File: src/rtl/addsub_seq_ctrl.sv
// Wide add/subtract sequencer: one 4-bit add/sub slice stepped across NIBBLES nibbles, LSB first.
// Optional `ADDSUB_ZERO_FLAG_EN` adds a registered zero flag that updates with result.
module addsub_seq_ctrl #(
  parameter int NIBBLES = 4
) (
  input  logic                   clk,
  input  logic                   rstN,
  input  logic                   start,
  input  logic                   sub,
  input  logic [4*NIBBLES-1:0]   a,
  input  logic [4*NIBBLES-1:0]   b,
  output logic                   busy,
  output logic                   done,
  output logic [4*NIBBLES-1:0]   result,
  output logic                   cOut,
  output logic                   ovf
`ifdef ADDSUB_ZERO_FLAG_EN
  ,
  output logic                   zero
`endif
);

  localparam int W     = 4 * NIBBLES;
  localparam int IDX_W = $clog2(NIBBLES);

  typedef enum logic [1:0] {IDLE, RUN, DONE} state_t;

  state_t            state;
  logic [IDX_W-1:0]  idx;
  logic              carry;
  logic [W-1:0]      aLat;
  logic [W-1:0]      bLat;
  logic [W-1:0]      shadow;
  logic [4:0]        sum;
  logic [W-1:0]      resultNext;

  function automatic logic [4:0] nibbleAdd(input logic [3:0] x, input logic [3:0] y,
                                           input logic ci);
    nibbleAdd = {1'b0, x} + {1'b0, y} + {4'b0000, ci};
  endfunction

  // Operand latches shift right each step, so the active nibble is always [3:0];
  // bLat already holds b XOR sub, carry starts at sub.
  assign sum        = nibbleAdd(aLat[3:0], bLat[3:0], carry);
  assign resultNext = {sum[3:0], shadow[W-1:4]};

  always_ff @(posedge clk or negedge rstN) begin
    if (!rstN) begin
      state  <= IDLE;
      idx    <= '0;
      carry  <= 1'b0;
      aLat   <= '0;
      bLat   <= '0;
      shadow <= '0;
      busy   <= 1'b0;
      done   <= 1'b0;
      result <= '0;
      cOut   <= 1'b0;
      ovf    <= 1'b0;
`ifdef ADDSUB_ZERO_FLAG_EN
      zero   <= 1'b0;
`endif
    end else begin
      done <= 1'b0;
      case (state)
        IDLE, DONE: begin
          if (start) begin
            aLat  <= a;
            bLat  <= b ^ {W{sub}};
            carry <= sub;
            idx   <= '0;
            busy  <= 1'b1;
            state <= RUN;
          end else begin
            busy  <= 1'b0;
            state <= IDLE;
          end
        end
        RUN: begin
          aLat   <= aLat >> 4;
          bLat   <= bLat >> 4;
          shadow <= resultNext;
          carry  <= sum[4];
          idx    <= idx + 1'b1;
          // Last nibble: the MSB nibbles of the operands sit in [3:0] right now.
          if (idx == IDX_W'(NIBBLES - 1)) begin
            state  <= DONE;
            busy   <= 1'b0;
            done   <= 1'b1;
            result <= resultNext;
            cOut   <= sum[4];
            ovf    <= (aLat[3] == bLat[3]) && (sum[3] != aLat[3]);
`ifdef ADDSUB_ZERO_FLAG_EN
            zero   <= (resultNext == '0);
`endif
          end
        end
        default: begin
          busy  <= 1'b0;
          state <= IDLE;
        end
      endcase
    end
  end

endmodule

File: config.mk
export PLATFORM = sky130hd
export DESIGN_NAME = addsub_seq_ctrl
export DESIGN_NICKNAME = d
export VERILOG_FILES = /design/src/rtl/addsub_seq_ctrl.sv
export SDC_FILE = /design/constraint.sdc
export NUM_CORES = 1
export LEC_CHECK = 0
export ABC_AREA = 0
export CAP_MARGIN = 20
export CELL_PAD_IN_SITES_DETAIL_PLACEMENT = 0
export CELL_PAD_IN_SITES_GLOBAL_PLACEMENT = 1
export CORE_MARGIN = 4
export CORE_UTILIZATION = 41
export DETAILED_ROUTE_END_ITERATION = 8
export HOLD_SLACK_MARGIN = 0.15
export PLACE_DENSITY = 0.76
export REMOVE_ABC_BUFFERS = 1
export SLEW_MARGIN = 20
export SYNTH_ARGS = -nofsm -noshare
export SYNTH_HDL_FRONTEND = slang
export SYNTH_SLANG_ARGS = --single-unit
File: constraint.sdc
create_clock -name clk -period 2 [get_ports clk]
set_input_delay 0.4 -clock clk [delete_from_list [all_inputs] [get_ports clk]]
set_output_delay 0.4 -clock clk [all_outputs]
set_load 0.05 [all_outputs]
==> flow_metrics.tcl, run 1 <==
set metrics [dict create \
    worstMarginPinSlew_ns 0.596 \
    hpwl_microns 3800 \
    grt_overflow 0 \
    fp-row-count 30 \
    cts_root_buf "clkbuf_8" \
    ios 56 \
    yosysUniqueCellTypes 29 \
    drt-pass1-iter-count 4 \
    min_path_type "register to register" \
    cts_tree "done" \
    cts-htree-levels 3 \
    status "complete, no violations" \
    place.gp.congestion 0.796 \
    drive_gt1_share_pct 11.7 \
    cts_setup_buffers 0 \
    slew_headroom_pct 60.3 \
    power_frac_clock_pct 19.9 \
    cpMaxStageDelayCell "clkdlybuf4s50_1" \
    cp_top_family "buffers and inverters" \
    power_uw 6780 \
    first_global_vias 1948 \
    ctsHoldBuffers 1 \
    start_util_pct 43.2 \
    critPathMaxStageDelay_ns 0.82 \
    numCtsBuffers 9 \
    p_int_uw 4130 \
    drv_cap 0 \
    critPathBufInv 1 \
    yosysSeqAreaShare_pct 57.5 \
    syn_area_sq_um 3000 \
    switchingPower_uw 2650 \
    diodes 0 \
    clk_latency_ns 0.33 \
    core_area_sq_um 6940 \
    dp_slack_ns 0.132 \
    io_buffers 55 \
    antenna_found_initial 0 \
    drc 0 \
    area_growth_pct 29.8 \
    p_comb_share_pct 44.6 \
    vias 2044 \
    detail_route.iter0.violations 65 \
    finClkSkew_ns 0.00797 \
    cts_resized 0 \
    required_ns 1.60 \
    power_frac_seq_pct 35.5 \
    dieArea_sq_um 8760 \
    p_leak_uw 0.00183 \
    die_x_microns 93.6 \
    grt_usage_pct 13.9 \
    fin_area_sq_um 3900 \
    fill_cells 618 \
    worstSetupStartpointType "register" \
    path_clk_slew_ns 0.07 \
    path_class "register to primary output" \
    cp_cell_sequence "clkdlybuf4s50_1" \
    grt_first_pass_wirelength_microns 9550 \
    power_density_nw_per_um2 1740 \
    end_kind "primary output" \
    die_y_microns 93.6 \
    fin_nets 361 \
    fin_ws_ns 0.0848 \
    avgSynthCellArea_sq_um 11.5 \
    p_sw_share_pct 39.0 \
    dpl.cell_count 403 \
    period_share_pct 95.8 \
    final-hold-violation-count 0 \
    cts.sinks 69 \
    crit_path_max_fanout 2 \
    ant_nets 0 \
    min_period_ns 1.92 \
    peakVddDrop_mv 0.578 \
    reg2reg_slack_ns 0.21 \
    placed_cell_area_sq_um 3650 \
    setup-tns-final_ns 0 \
    drv_slew 0 \
    totalWireLength_microns 5630 \
    cts_buffer_depth 2 \
    syn-instance-count 262 \
    via_per_inst 4.87 \
    clock.fmax_mhz 522 \
    rsz0062_at_grt "no" \
    yosysWarnings 0 \
    ys_ff_latch 69 \
    setup_viol 0 \
    grt_max_degree 70 \
    final_cells 420 \
    arrival_ns 1.52 \
    wl_per_cell_microns 13.4 \
]
## cells in the mapped netlist, drive strengths merged
cell	n	area, sq um
o31ai	2	15.0
inv	7	26.3
o21ai	14	70.1
ha	4	50.1
nor2	13	65.1
nor2b	1	6.26
clkbuf	3	11.3
nand2	63	244
nor3	1	5.00
dfrtp	69	1730
a21oi	2	10.0
a22o	5	43.8
fa	2	40.0
mux2	13	176
xor2	3	26.3
a22oi	12	90.1
and2b	1	7.51
a21o	2	15.0
buf	14	90.1
xnor2	16	140
nand2b	1	6.26
or2b	1	7.51
a221o	13	130
## cells by family (layout without fill, tap and decap cells)
| group | count (synthesis) | after routing | share of synthesized area (%) |
|---|---|---|---|
| buffers and inverters | 24 | 86 | 4.25 |
| AO/OA/AOI/OAI | 50 | 50 | 12.5 |
| adder cells (fa/ha/maj) | 6 | 6 | 3.00 |
| multiplexers | 13 | 13 | 5.88 |
| flip-flops | 69 | 69 | 57.5 |
| AND/OR/NAND/NOR | 81 | 81 | 11.4 |
| XOR/XNOR | 19 | 19 | 5.54 |
## flip-flops by register name (all words and copies together) (netlist names)
name	cells
done	1
bLat	16
busy	1
ovf	1
shadow	12
cOut	1
result	16
idx	2
aLat	16
state	2
carry	1
## cell usage in the layout (no fill, tap or decap), types with 2 or more instances in the layout
master	instances
mux2_2	5
nor2_1	12
o21ai_0	14
nand2_1	62
fa_1	2
mux2_4	8
a21o_1	2
buf_4	5
a221o_1	13
clkbuf_1	2
clkbuf_8	10
clkdlybuf4s50_1	54
bufinv_16	3
a22oi_1	12
a21oi_1	2
a22o_1	5
ha_1	4
buf_12	2
o31ai_1	2
inv_1	7
xor2_1	3
dfrtp_1	69
xnor2_1	16
## metal layers
metal  part of all wire (%)  global-route usage, %
met5                      0                      0
met1                     49                   20.1
met4                    1.7                   3.61
met3                    6.5                   4.42
met2                     43                   20.2
## final timing paths
check,startpoint,to,cells after the start
min in group asynchronous,rstN,result[2],3
min reg2reg,shadow[6],shadow[6],2
max in group asynchronous,rstN,bLat[10],3
min,shadow[6],shadow[6],2
max reg2reg,carry,carry,7
max,ovf,ovf,1
## tightest hold or removal path, stage by stage, from the launching register on
cell	delay, ns
dfrtp_1	0.34
nand2_1	0.05
nand2_1	0.05
## power by group through the flow
stage               sequential, uW  clock [uW]  combinational, uW
floorplan                     2990           0               1510
global placement              2420           0               3000
detailed placement            2450           0               3050
CTS                           2420        1380               3070
global route                  2500        1460               3320
finish                        2410        1350               3020
## cell type report
| type | count | area [sq um] | area share (%) |
|---|---|---|---|
| tap | 96 | 120 | 3.08 |
| clock inverter | 4 | 95.1 | 2.44 |
| multi-input combinational | 169 | 1150 | 29.5 |
| inverter | 7 | 26.3 | 0.674 |
| timing repair buffer | 63 | 633 | 16.2 |
| sequential | 69 | 1730 | 44.3 |
| clock buffer | 12 | 145 | 3.72 |
## stage by stage
stage	utilization [%]	hold WS, ns
after CTS	56.1	0.480
after global placement	52.5	0.452
final	56.1	0.474
after detailed placement	52.5	0.457
after global routing	56.1	0.492
after floorplan	-	0.104
No activity file was read; power rests on OpenSTA's default activity.
==> run 2: changes to the inputs <==
ABC_AREA = not set   (was 0)
==> results of run 2 <==
No change in the layout: final DEF, timing and power equal those of run 1.
==> run 3: changes to the inputs <==
CTS_CLUSTER_SIZE = 40   (was not set)
==> results of run 3 <==
No change in the layout: final DEF, timing and power equal those of run 1.
